**src/rtl/aes_outport_pkg.sv**
```systemverilog
// Shared types and sizing helpers for the AES output port stream block.
package aes_outport_pkg;

  typedef enum logic [1:0] {IDLE, LOAD, SHIFT} state_t;

  localparam int PACE_W = 16;

  function automatic int words_per_blk(input int blk_w, input int in_w);
    return blk_w / in_w;
  endfunction

  function automatic int beats_per_blk(input int blk_w, input int out_w);
    return blk_w / out_w;
  endfunction

  // Index width for a 0..n-1 counter or pointer; never narrower than one bit.
  function automatic int idx_w(input int n);
    return (n > 1) ? $clog2(n) : 1;
  endfunction

  // Width of an occupancy counter that must also represent n itself.
  function automatic int cnt_w(input int n);
    return $clog2(n + 1);
  endfunction

endpackage

```
**src/rtl/aes_outport_bank.sv**
```systemverilog
// Block buffer: assembles IN_W words into BLK_W entries (first word lands in the MS bits)
// and hands committed entries to the output side in arrival order.
module aes_outport_bank
  import aes_outport_pkg::*;
#(
  parameter int IN_W  = 32,
  parameter int BLK_W = 128,
  parameter int DEPTH = 2,
  localparam int CNT_W = cnt_w(DEPTH)
) (
  input  logic             clk,
  input  logic             rst,
  input  logic [IN_W-1:0]  in_data,
  input  logic             in_valid,
  input  logic             release_blk,
  output logic             full,
  output logic             commit,
  output logic [CNT_W-1:0] count,
  output logic [BLK_W-1:0] rd_block
);

  localparam int WPB   = words_per_blk(BLK_W, IN_W);
  localparam int WC_W  = idx_w(WPB);
  localparam int PTR_W = idx_w(DEPTH);

  logic [BLK_W-1:0] mem [DEPTH];
  logic [WC_W-1:0]  wcnt;
  logic [PTR_W-1:0] wptr;
  logic [PTR_W-1:0] rptr;
  logic             wr;

  // A partially assembled entry always sits in a free slot, so only full blocks stall input.
  assign full     = (count == CNT_W'(DEPTH));
  assign wr       = in_valid & ~full;
  assign commit   = wr & (wcnt == WC_W'(WPB - 1));
  assign rd_block = mem[rptr];

  always_ff @(posedge clk) begin
    if (wr) mem[wptr][BLK_W - 1 - int'(wcnt) * IN_W -: IN_W] <= in_data;
  end

  always_ff @(posedge clk) begin
    if (!rst) begin
      wcnt  <= '0;
      wptr  <= '0;
      rptr  <= '0;
      count <= '0;
    end else begin
      if (wr) wcnt <= (wcnt == WC_W'(WPB - 1)) ? '0 : wcnt + 1'b1;
      if (commit) wptr <= (wptr == PTR_W'(DEPTH - 1)) ? '0 : wptr + 1'b1;
      if (release_blk) rptr <= (rptr == PTR_W'(DEPTH - 1)) ? '0 : rptr + 1'b1;
      case ({commit, release_blk})
        2'b10:   count <= count + 1'b1;
        2'b01:   count <= count - 1'b1;
        default: count <= count;
      endcase
    end
  end

endmodule

```
**src/rtl/aes_outport_stream.sv**
```systemverilog
// AES output port: buffers BLK_W result blocks and serialises them MSB-first as OUT_W beats.
// Define AES_OUTPORT_STROBE_EN for legacy pad pacing (2^div_bits cycles per beat, out_ready ignored).
module aes_outport_stream
  import aes_outport_pkg::*;
#(
  parameter int IN_W  = 32,
  parameter int OUT_W = 8,
  parameter int BLK_W = 128,
  parameter int DEPTH = 2
) (
  input  logic             clk,
  input  logic             rst,
  input  logic [3:0]       div_bits,
  input  logic [IN_W-1:0]  in_data,
  input  logic             in_valid,
  output logic             in_ready,
  output logic [OUT_W-1:0] out_data,
  output logic             out_valid,
  input  logic             out_ready,
  output logic             out_last
);

  localparam int BPB   = beats_per_blk(BLK_W, OUT_W);
  localparam int BC_W  = idx_w(BPB);
  localparam int CNT_W = cnt_w(DEPTH);

  state_t           state;
  state_t           state_nxt;
  logic [BLK_W-1:0] shreg;
  logic [BC_W-1:0]  bcnt;
  logic             beat_done;
  logic             last_beat;
  logic             release_blk;
  logic             full;
  logic             commit;
  logic [CNT_W-1:0] count;
  logic [BLK_W-1:0] rd_block;

  aes_outport_bank #(
    .IN_W  (IN_W),
    .BLK_W (BLK_W),
    .DEPTH (DEPTH)
  ) u_bank (
    .clk         (clk),
    .rst         (rst),
    .in_data     (in_data),
    .in_valid    (in_valid),
    .release_blk (release_blk),
    .full        (full),
    .commit      (commit),
    .count       (count),
    .rd_block    (rd_block)
  );

  assign in_ready  = ~full;
  assign last_beat = (bcnt == BC_W'(BPB - 1));
  assign out_data  = (state == SHIFT) ? shreg[BLK_W-1 -: OUT_W] : '0;
  assign out_last  = (state == SHIFT) & last_beat;

`ifdef AES_OUTPORT_STROBE_EN
  logic [3:0]        div_q;
  logic [PACE_W-1:0] pace;
  logic [PACE_W-1:0] period;
  logic              pace_last;
  logic              strobe_hi;
  logic              unused_ready;

  assign unused_ready = out_ready;
  assign period       = PACE_W'(1) << div_q;
  assign pace_last    = (pace == period - 1'b1);
  assign strobe_hi    = (div_q == 4'd0) | (pace < (period >> 1));
  assign out_valid    = (state == SHIFT) & strobe_hi;
  assign beat_done    = (state == SHIFT) & pace_last;

  // Pace period is latched at LOAD so a block never changes speed mid-flight.
  always_ff @(posedge clk) begin
    if (!rst) begin
      div_q <= '0;
      pace  <= '0;
    end else if (state == LOAD) begin
      div_q <= div_bits;
      pace  <= '0;
    end else if (state == SHIFT) begin
      pace <= pace_last ? '0 : pace + 1'b1;
    end
  end
`else
  logic unused_div;

  assign unused_div = ^div_bits;
  assign out_valid  = (state == SHIFT);
  assign beat_done  = out_valid & out_ready;
`endif

  // A commit landing in this very cycle counts as a waiting block, saving a cycle of latency.
  always_comb begin
    state_nxt   = state;
    release_blk = 1'b0;
    case (state)
      IDLE:  if ((count != '0) || commit) state_nxt = LOAD;
      LOAD:  state_nxt = SHIFT;
      SHIFT: begin
        if (beat_done && last_beat) begin
          release_blk = 1'b1;
          state_nxt   = ((count > CNT_W'(1)) || commit) ? LOAD : IDLE;
        end
      end
      default: state_nxt = IDLE;
    endcase
  end

  always_ff @(posedge clk) begin
    if (!rst) begin
      state <= IDLE;
      bcnt  <= '0;
    end else begin
      state <= state_nxt;
      if (state == LOAD) bcnt <= '0;
      else if (beat_done) bcnt <= bcnt + 1'b1;
    end
  end

  always_ff @(posedge clk) begin
    if (state == LOAD) shreg <= rd_block;
    else if (beat_done) shreg <= shreg << OUT_W;
  end

endmodule

```
**config.mk**
```make
export PLATFORM = sky130hd
export DESIGN_NAME = aes_outport_stream
export DESIGN_NICKNAME = d
export VERILOG_FILES = /design/src/rtl/aes_outport_pkg.sv /design/src/rtl/aes_outport_bank.sv /design/src/rtl/aes_outport_stream.sv
export SDC_FILE = /design/constraint.sdc
export NUM_CORES = 1
export LEC_CHECK = 0
export CORE_MARGIN = 2
export CORE_UTILIZATION = 28
export CTS_BUF_LIST = sky130_fd_sc_hd__clkbuf_2 sky130_fd_sc_hd__clkbuf_4 sky130_fd_sc_hd__clkbuf_8
export CTS_CLUSTER_SIZE = 28
export DETAILED_ROUTE_END_ITERATION = 10
export PLACE_DENSITY_LB_ADDON = 0.2
export SLEW_MARGIN = 10
export SYNTH_ARGS = -nofsm -noshare
export SYNTH_HDL_FRONTEND = slang
export SYNTH_SLANG_ARGS = --single-unit
export TNS_END_PERCENT = 5
```
**constraint.sdc**
```tcl
create_clock -name clk -period 15.7 [get_ports clk]
set_input_delay 3.14 -clock clk [delete_from_list [all_inputs] [get_ports clk]]
set_output_delay 3.14 -clock clk [all_outputs]
set_load 0.03 [all_outputs]
```
======== Word level (Yosys, flattened, before mapping) ========
Memories as Yosys holds them, arrays and structs flattened. A register that Yosys moved wholly into a read port is not among the register bits.
Index checks and enable logic that the tools add are counted.
storage, ports and cells
  register bits after elaboration ......... 140
  RAM bits ................................ 256
  bits of input ports ..................... 40
  output and inout port bits .............. 11
  word-level logic and storage cells ...... 60
  memories ................................ 1
memory list
  name        words  width  rd ports  clocked after Yosys merged registers in  wr ports  RTL line                RTL
  u_bank.mem  2      128    1         1                                        1         aes_outport_bank.sv:26  logic [BLK_W-1:0] mem [DEPTH];
operators by class
  add/sub/neg operators ................... 8
  order comparisons ....................... 1
  equality and inequality tests ........... 9
  shift operators ......................... 2
  muxes and demuxes ....................... 17
  bitwise operators ....................... 6
  reductions and logical operators ........ 9
operators with widths
  cell                                                     number
  two-way mux 128 bit                                      3
  variable shift 32 x 33 -> 159 bit, first input constant  1
  indexed part select 32 x 33 -> 159 bit                   1
  negation 32 -> 33 bit                                    1
  equality test 2 bit, second input constant               4
  two-way mux 1 bit                                        8
  two-way mux 8 bit                                        1
  subtractor 7 x 7 -> 8 bit, first input constant          1
  two-way mux 2 bit                                        3
  one-hot mux 2 bit (3 select lines)                       1
  nonzero test 2 bit                                       3
  adder 2 x 1 -> 2 bit, second input constant              2
  adder 4 x 1 -> 4 bit, second input constant              1
  AND 1 bit                                                4
  equality test 2 x 1 -> 1 bit, second input constant      2
  equality test 4 bit, second input constant               1
  one-hot mux 2 bit (2 select lines)                       1
  adder 1 bit, second input constant                       2
  > comparator 2 x 1 -> 1 bit, second input constant       1
  zero test 2 bit                                          1
  logical OR 1 bit                                         2
  != test 2 x 1 -> 1 bit, second input constant            1
  != test 2 bit, second input constant                     1
  inverter 1 bit                                           2
  4 further kinds                                          4

======== Longest topological paths before layout ========
Gate-level depths: netlist of run 1.
  word-level depth ........................ 8
  mapped depth ............................ 7
  depth with buffers taken out ............ 7

======== Cells and area by module ========
Synthesis of run 1 repeated with hierarchy kept, for this count alone.
second synthesis, totals
  cell total of the unflattened synthesis .. 920
  area, all modules ....................... 16428.3 µm²
by module, submodules not included
  module              times used  cells an instance  area an instance (µm²)  sequential area each (µm²)
  aes_outport_bank    1           597                10551.4                 7827.5
  aes_outport_stream  1           323                5876.9                  3963.8

======== Worst setup path before layout of run 1 ========
Ideal clock, no wire load.
  path kind ............................... input to register
  from .................................... in out_ready
  to ...................................... reg shreg[0] (enable)
  setup time .............................. 792 ps
  arrival time ............................ 12169 ps
  required time ........................... 14908 ps
  path slack .............................. 2739 ps
  cell stages on the path ................. 2
  buffers on the path ..................... 0
  cell sequence ........................... nand2b_1 o21ai_0
between the ends
  longest elaborated chain between the ends .. 2
RTL lines
  item                                 RTL line                   RTL
  start, declared                      aes_outport_stream.sv:19   input logic out_ready,
  AND 1 bit                            aes_outport_stream.sv:92   assign beat_done = out_valid & out_ready;
  nonzero test 2 bit (no source line)  -
  end signal, assigned                 aes_outport_stream.sv:124  if (state == LOAD) shreg <= rd_block;
  end signal, assigned                 aes_outport_stream.sv:125  else if (beat_done) shreg <= shreg << OUT_W;
  end, declared                        aes_outport_stream.sv:29   logic [BLK_W-1:0] shreg;
No other way between the ends.
A chain may end at the register's enable or synchronous reset.

======== Worst setup path in the final report of run 1 ========
  from .................................... reg state[1]
  to ...................................... out out_data[2]
between the ends
  longest elaborated chain between the ends .. 2
RTL lines
  item                    RTL line                   RTL
  start, declared         aes_outport_stream.sv:27   state_t state;
  start signal, assigned  aes_outport_stream.sv:117  state <= state_nxt;
  equality test 2 bit     aes_outport_stream.sv:57   assign out_data = (state == SHIFT) ? shreg[BLK_W-1 -: OUT_W] : '0;
  two-way mux 8 bit       aes_outport_stream.sv:57
  end, declared           aes_outport_stream.sv:17   output logic [OUT_W-1:0] out_data,
No other way between the ends.

==> flow_summary.json, run 1 <==
{
  "syn_inst": 1058,
  "root_buffer": "clkbuf_8",
  "drt-initial-drc-count": 428,
  "syn_to_final_growth_pct": 16.1,
  "pre_cts_slack_ns": 9.51,
  "dr.pass1.iters": 4,
  "yosysMostFrequentCell": "edfxtp_1",
  "final_nets": 1176,
  "track_usage": 0.121,
  "clk_latency_ns": 0.60,
  "period_needed_ns": 5.80,
  "cts.repair.resized": 0,
  "yosys.area_share.xor_xnor": 0.00110,
  "synthTopCellsByArea": "edfxtp_1 (72%), mux2i_1 (8.3%), and3_1 (3.8%), nand2_1 (3.0%), o21ai_1 (2.8%)",
  "synth-simple-area-share": 0.0976,
  "rsz0062_at_grt": "no",
  "fmax_mhz": 172,
  "core.rowCount": 87,
  "synth_top_family_by_area": "simple AND/OR/NAND/NOR gates",
  "synth_top_flop_cell": "edfxtp_1",
  "post-dp-hpwl_mm": 18.6,
  "nFillCells": 5514,
  "cap_violations": 0,
  "gp_congestion": 0.697,
  "yosysTopAreaCell": "edfxtp_1",
  "htree_num_levels": 3,
  "cts_tree": "built",
  "worst_slack_ns": 9.90,
  "cts_max_path_buffers": 3,
  "io_pins": 51,
  "finalSetupViolCount": 0,
  "synth-seq-area-share": 0.741,
  "setup_tns_ns": 0,
  "antenna_found_initial": 3,
  "final_layout_size_suffix_gt1_frac": 0.117,
  "cp_max_fo": 15,
  "hold_class": "flip-flop to flip-flop",
  "grt_max_degree": 101,
  "cts.clk_slew.worst_paths_ns": 0.05,
  "synth_compound_area_frac": 0.0449,
  "cts_buffers": 71,
  "fin_crit_sh": 0.370,
  "clock-sinks": 397,
  "postCtsSetupRepairBufs": 0,
  "dieArea_sq_um": 58800,
  "drv_slew": 0,
  "yosys_warnings": 0,
  "peakVddDrop_mv": 0.0828,
  "grt_pass1_wl_mm": 53.7,
  "outcome": "completed",
  "synthAdderAreaFrac": 0.00708,
  "ys_types": 34,
  "critical_path_class": "flip-flop to output pin",
  "synth.top_cell.area_share": 0.725,
  "initial_core_util": 0.283,
  "grt_pass1_vias": 8957,
  "worstPathRequired_ns": 12.56,
  "slew_headroom": 0.263,
  "vias_per_cell": 4.43,
  "worst_slew_pin_slew_ns": 1.11,
  "port_buffers": 46,
  "synth_common_cells": "edfxtp_1 (384), mux2i_1 (132), nand2_1 (128)",
  "syn-num-nets": 1107,
  "grt_overflow": 0,
  "wl_per_cell_um": 18.3,
  "leakage_nw": 6.41,
  "skew_ns": 0.0156,
  "critPathCaptureType": "output pin",
  "synth_area_sq_um": 15900,
  "die_y_um": 242,
  "synth-seq-cells": 397,
  "powerDensity_nw_per_um2": 119,
  "die_w_um": 242,
  "synthMuxAreaShare": 0.0830,
  "synthArstFlopShare": 0,
  "num_vias": 8553,
  "cts_hold_buffers": 0,
  "drc_errors": 0,
  "critPathLaunchType": "flip-flop",
  "finalHoldViolations": 0,
  "crit_arrival_ns": 2.66,
  "core_sq_um": 56300,
  "postRouteAntennaNets": 0,
  "routed_wl_mm": 35.3,
  "synth_edf_count": 384,
  "syn_area_per_cell_sq_um": 15.0
}
## cell usage in the layout, fill, tap and decap left out, types with 3 or more instances in the layout
cell type / netlist / final
edfxtp_1: 384 / 384
mux2i_1: 132 / 132
nand2_1: 128 / 128
and3_1: 97 / 96
o21ai_1: 90 / 90
clkbuf_8: 0 / 74
clkdlybuf4s50_1: 0 / 46
and2_1: 43 / 43
o21ai_0: 35 / 34
clkbuf_4: 0 / 20
buf_4: 2 / 18
clkinv_1: 0 / 17
nor2_1: 20 / 12
dfxtp_1: 13 / 10
ha_1: 9 / 9
inv_1: 8 / 8
nor2_4: 0 / 7
clkinv_2: 0 / 6
nor2b_1: 4 / 4
nand2b_1: 5 / 4
nand4_1: 3 / 3
## cell families (layout without fill, tap and decap cells)
kind of cell	after synthesis	after routing
mux	132	132
buf+inv	76	193
compound gates	136	136
flops	397	397
xor+xnor	2	2
fa+ha+maj	9	9
simple gates	306	306
other cells	0	1
## layer usage
metal,vias up,track usage,share of wire
li1,4094,-,-
met1,4274,0.147,0.44
met2,134,0.209,0.50
met3,49,0.0254,0.037
met4,2,0.0499,0.024
met5,-,0,0.00026
## final cells by class
class | instances | area, sq um | area share
clock inverter | 27 | 148 | 0.00799
antenna | 1 | 2.50 | 0.000135
multi-input combinational | 585 | 3790 | 0.205
timing repair buffer | 64 | 596 | 0.0322
inverter | 8 | 30.0 | 0.00162
sequential | 397 | 11800 | 0.638
clock buffer | 94 | 1170 | 0.0632
tap | 756 | 946 | 0.0512
## metrics by stage
stage	total power, mW	std cells	util	hold WS [ns]	area [sq um]
global placement	1.31	1810	0.305	0.451	17200
detailed placement	1.32	1810	0.305	0.460	17200
global route	2.29	1932	0.328	0.537	18500
floorplan	1.27	1058	-	0.452	15900
finish	2.20	1932	0.328	0.478	18500
CTS	2.24	1931	0.328	0.477	18500
## path summary, 6_finish.rpt
kind | startpoint | endpoint | slack, ns | depth (start not counted)
min | u_bank.rptr$_SDFFE_PN0P_ | flip-flop | 0.48 | 2
max | state[1]$_SDFFE_PN0P_ | out_data[2] | 9.90 | 3
min reg2reg | u_bank.rptr$_SDFFE_PN0P_ | flip-flop | 0.48 | 2
max reg2reg | u_bank.wcnt[0]$_SDFFE_PN0P_ | u_bank.mem[0][109]$_DFFE_PP_ | 12.35 | 7
## power by group
group / leakage (nW) / total, mW / internal (mW) / switching [mW]
Combinational: 2.02 / 0.0981 / 0.0307 / 0.0675
Clock: 0.693 / 0.907 / 0.498 / 0.409
Sequential: 3.70 / 1.19 / 1.19 / 0.00542
## worst max-delay path: stages, from the launching register on
cell and delay [ns]:
dfxtp_1 0.60, nor2b_1 0.58, and2_1 0.22, clkdlybuf4s50_1 0.67
## flip-flops by register name (all words and copies together) (netlist names), named ones only
register	cells
bcnt	4
shreg	128
state	2
u_bank.count	2
u_bank.mem	256
u_bank.rptr	1
u_bank.wcnt	2
u_bank.wptr	1
(Power assumes the default switching activity.)
==> run 2: changes to the inputs <==
clock period = 5 ns   (was 15.7 ns; I/O delays follow)
==> flow_summary.json, run 2 (synthesis gave the netlist of run 1 again) <==
{
  "routed_wl_mm": 35.9,
  "worst_slack_ns": 1.31,
  "leakage_nw": 6.45,
  "cpMaxStageDelayCell": "clkdlybuf4s50_1",
  "postCtsSetupRepairBufs": 0,
  "clk_latency_ns": 0.62,
  "largestRegisters": "u_bank.mem (256), shreg (128), bcnt (4)",
  "grt_overflow": 0,
  "grt-busiest-layer": "met2",
  "core.rowCount": 87,
  "worstPathRequired_ns": 4.00,
  "largest_register_ff_count": 256,
  "dieArea_sq_um": 58800,
  "gp_congestion": 0.668,
  "hold_class": "flip-flop to flip-flop",
  "num_vias": 8603,
  "worstHoldPathCells": 2,
  "cts.repair.resized": 0,
  "wl_per_cell_um": 18.6,
  "max_stage_delay_ns": 0.67,
  "grt_pass1_wl_mm": 54.8,
  "die_w_um": 242,
  "crit_buf_inv": 1,
  "cts_hold_buffers": 0,
  "drc_errors": 0,
  "critical_path_class": "flip-flop to output pin",
  "peakVddDrop_mv": 0.179,
  "crit_arrival_ns": 2.69,
  "top_register": "u_bank.mem",
  "core_sq_um": 56300,
  "track_usage": 0.124,
  "dpl_cell_area_sq_um": 17200,
  "port_buffers": 46,
  "htree_num_levels": 3,
  "path_delay_family": "simple AND/OR/NAND/NOR gates",
  "syn_to_final_growth_pct": 16.8,
  "holdCritStartpoint": "u_bank.rptr$_SDFFE_PN0P_",
  "root_buffer": "clkbuf_8",
  "drv_slew": 0,
  "cap_violations": 0,
  "finalHoldViolations": 0,
  "skew_ns": 0.0158,
  "outcome": "completed",
  "hold-worst-slack_ns": 0.471,
  "post-dp-hpwl_mm": 19.8,
  "period_needed_ns": 3.69,
  "grtUsageMet2": 0.206,
  "grt_pass1_vias": 8957,
  "drt-initial-drc-count": 575,
  "final_layout_size_suffix_gt1_frac": 0.121,
  "die_y_um": 242,
  "use_met3": 0.0280,
  "critPathCaptureType": "output pin",
  "r2r_setup_slack_ns": 1.96,
  "critPathLaunchType": "flip-flop",
  "initial_core_util": 0.283,
  "use_met1": 0.156,
  "r2r_cells": 5,
  "cts_max_path_buffers": 3,
  "fin_crit_sh": 0.738,
  "postRouteAntennaNets": 0,
  "cts_buffers": 70,
  "dr.pass1.iters": 4,
  "cp_max_fo": 15,
  "setup_tns_ns": 0,
  "design_area_sq_um": 18600,
  "fmax_mhz": 271,
  "final_common_cell": "edfxtp_1",
  "rr_startpoint": "u_bank.wcnt[1]$_SDFFE_PN0P_",
  "cts.clk_slew.worst_paths_ns": 0.06,
  "path_cells": "nor2b_1 > and2_1 > clkdlybuf4s50_1",
  "rsz0062_at_grt": "no",
  "clock-sinks": 397,
  "worst_slew_pin_slew_ns": 1.05,
  "final_nets": 1176,
  "r2r-end": "u_bank.mem[0][49]$_DFFE_PP_",
  "vias_per_cell": 4.45,
  "grt_max_degree": 105,
  "final_cell_mix": "edfxtp_1 (384), mux2i_1 (132), nand2_1 (128)",
  "io_pins": 51,
  "post-route-util": 0.330,
  "powerDensity_nw_per_um2": 375,
  "cts_tree": "built",
  "slew_headroom": 0.301,
  "antenna_found_initial": 0,
  "pre_cts_slack_ns": 1.63,
  "finalSetupViolCount": 0
}
## run 2: per-stage QoR
stage	power (mW)	cells
after CTS	7.08	1930
after detailed placement	4.14	1811
after global routing	7.26	1930
after floorplan	3.98	1058
after global placement	4.13	1811
final	6.97	1933
## run 2: where the power goes
part	switching (mW)	total, mW	internal (mW)
clock network	1.29	2.91	1.62
logic	0.211	0.310	0.0991
registers	0.0234	3.75	3.73
## run 2: how the worst max path moves through the flow
stage,from,to,slack [ns],cells past startpoint
final,state[1]$_SDFFE_PN0P_,out_data[4],1.31,3
after detailed placement,in_valid,u_bank.mem[0][45]$_DFFE_PP_,1.63,4
after global placement,in_valid,u_bank.mem[1][37]$_DFFE_PP_,1.62,4
after CTS,state[1]$_SDFFE_PN0P_,out_data[1],1.22,3
after global routing,state[1]$_SDFFE_PN0P_,out_data[3],1.08,3
after floorplan,out_ready,shreg[0]$_SDFFCE_PN0P_,0.10,2
## run 2: worst min-delay path: stages (launching register included)
cell     delay (ns)
dfxtp_1        0.30
nand2_1        0.07
mux2i_1        0.06
## run 2: final cells by class
type	instances	area [sq um]
fill	5538	37700
sequential	397	11800
multi-input combinational	585	3790
clock buffer	102	1230
tap	756	946
timing repair buffer	65	678
clock inverter	17	105
inverter	8	30.0
antenna	3	7.51
## run 2: metal layers
layer,up-vias,wire (um)
li1,4092,-
met1,4312,16300
met2,126,17400
met3,73,1190
met4,0,1040
met5,-,0
==> run 3: changes to the inputs <==
clock period = 3.29 ns   (was 5 ns; I/O delays follow)
==> flow_summary.json, run 3 (synthesis gave the netlist of run 1 again) <==
{
  "crit_buf_inv": 1,
  "skew_ns": 0.0137,
  "vias_per_cell": 4.44,
  "grt_max_degree": 68,
  "clk_latency_ns": 0.60,
  "io_pins": 51,
  "max_stage_delay_ns": 0.66,
  "critPathLaunchType": "flip-flop",
  "final_cell_mix": "edfxtp_1 (384), mux2i_1 (132), nand2_1 (128)",
  "fmax_mhz": 327,
  "htree_num_levels": 3,
  "port_buffers": 46,
  "leakage_nw": 6.53,
  "dpl_cell_area_sq_um": 17400,
  "period_needed_ns": 3.06,
  "grt_overflow": 0,
  "nFillCells": 5479,
  "multi_input_area_sq_um": 3800,
  "final_common_cell": "edfxtp_1",
  "die_y_um": 242,
  "r2r_setup_slack_ns": 1.00,
  "rsz0062_at_grt": "no",
  "path_delay_family": "buffers and inverters",
  "worst_slew_pin_slew_ns": 0.741,
  "dr.pass1.iters": 5,
  "hold_class": "flip-flop to flip-flop",
  "cts.clk_slew.worst_paths_ns": 0.06,
  "final_layout_size_suffix_gt1_frac": 0.132,
  "worstPathRequired_ns": 2.63,
  "initial_core_util": 0.283,
  "internal_power_mw": 8.27,
  "syn_to_final_growth_pct": 18.0,
  "num_vias": 8631,
  "routed_wl_mm": 35.6,
  "powerDensity_nw_per_um2": 563,
  "postRouteAntennaNets": 0,
  "grt_pass1_vias": 8946,
  "finalSetupViolCount": 0,
  "cpMaxStageDelayCell": "clkdlybuf4s50_1",
  "regArea_sq_um": 11800,
  "cap_violations": 0,
  "track_usage": 0.121,
  "post-dp-hpwl_mm": 20.1,
  "slew_headroom": 0.506,
  "p_sw_frac": 0.218,
  "combPwrFrac": 0.045,
  "antenna_found_initial": 3,
  "top_register": "u_bank.mem",
  "hold-worst-slack_ns": 0.482,
  "critPathCaptureType": "output pin",
  "drt-initial-drc-count": 446,
  "cts_tree": "built",
  "cts_buffers": 71,
  "core.rowCount": 87,
  "peakVddDrop_mv": 0.321,
  "fin_crit_sh": 0.930,
  "grt_pass1_wl_mm": 54.1,
  "final_nets": 1185,
  "wl_per_cell_um": 18.3,
  "critical_path_class": "flip-flop to output pin",
  "path_cells": "nor2b_4 > and2_1 > clkdlybuf4s50_1",
  "root_buffer": "clkbuf_8",
  "clock-sinks": 397,
  "drc_errors": 0,
  "pwr-share-seq": 0.539,
  "outcome": "completed",
  "drv_slew": 0,
  "cp_max_fo": 15,
  "design_area_sq_um": 18800,
  "clock_power_share": 0.417,
  "core_sq_um": 56300,
  "setup_tns_ns": 0,
  "die_w_um": 242,
  "crit_arrival_ns": 2.40,
  "dieArea_sq_um": 58800,
  "finalHoldViolations": 0,
  "largest_register_ff_count": 256,
  "gp_congestion": 0.696,
  "cts_max_path_buffers": 3,
  "largestRegisters": "u_bank.mem (256), shreg (128), bcnt (4)",
  "p_sw_mw": 2.30
}
run 3: cell count changes in the layout (fill, tap and decap cells not counted), sizes merged:
cell      delta
inv          -1
bufinv       -1
clkbuf       +5
buf          +8
clkinv       -1
clkinvlp     +1
diode        -1
run 3: final timing paths:
| path | cells after the start | to | startpoint |
|---|---|---|---|
| hold / removal | 2 | flip-flop | u_bank.rptr$_SDFFE_PN0P_ |
| setup reg to reg | 7 | u_bank.count[1]$_SDFFE_PN0P_ | u_bank.wcnt[1]$_SDFFE_PN0P_ |
| setup / recovery | 3 | out_data[4] | state[1]$_SDFFE_PN0P_ |
| hold reg to reg | 2 | flip-flop | u_bank.rptr$_SDFFE_PN0P_ |
run 3: power groups by stage:
| stage | Combinational, mW | Sequential (mW) | Clock [mW] |
|---|---|---|---|
| after floorplan | 0.258 | 5.79 | 0 |
| after global routing | 0.524 | 5.71 | 4.81 |
| after global placement | 0.480 | 5.80 | 0 |
| final | 0.472 | 5.70 | 4.41 |
| after detailed placement | 0.485 | 5.80 | 0 |
| after CTS | 0.486 | 5.70 | 4.59 |
run 3: routing by layer:
layer / share of wire / global-route usage / vias up
li1: - / - / 4111
met1: 0.45 / 0.151 / 4336
met2: 0.50 / 0.208 / 136
met3: 0.036 / 0.0250 / 48
met4: 0.020 / 0.0447 / 0
met5: 0 / 0 / -
run 3: worst min-delay path, cell delays in order, from the launching register on:
cell	delay [ns]
dfxtp_1	0.30
nand2_1	0.07
mux2i_1	0.07
run 3: repair_timing:
| item | 4_1_cts | 5_1_grt |
|---|---|---|
| buffers inserted | 0 | 0 |
| resized for setup | 1 | 1 |
| setup endpoints to repair | 9 | 8 |
| hold buffers | 0 | 0 |
run 3: metrics by stage:
stage / power (mW) / setup slack [ns] / util / cells
3_5_place_dp: 6.29 / 0.545 / 0.310 / 1819
5_1_grt: 11.0 / 0.0584 / 0.334 / 1943
4_1_cts: 10.8 / 0.0478 / 0.333 / 1941
6_report: 10.6 / 0.229 / 0.334 / 1943
2_1_floorplan: 6.05 / 0.00332 / - / 1058
3_3_place_gp: 6.28 / 0.610 / 0.310 / 1819
run 3: layout make-up:
class	instances	share of cell area
Antenna cell	2	0.000267
Clock buffer	107	0.0678
Clock inverter	15	0.00380
Inverter	8	0.00160
Multi-Input combinational cell	585	0.203
Sequential cell	397	0.628
Tap cell	756	0.0504
Timing Repair Buffer	73	0.0453
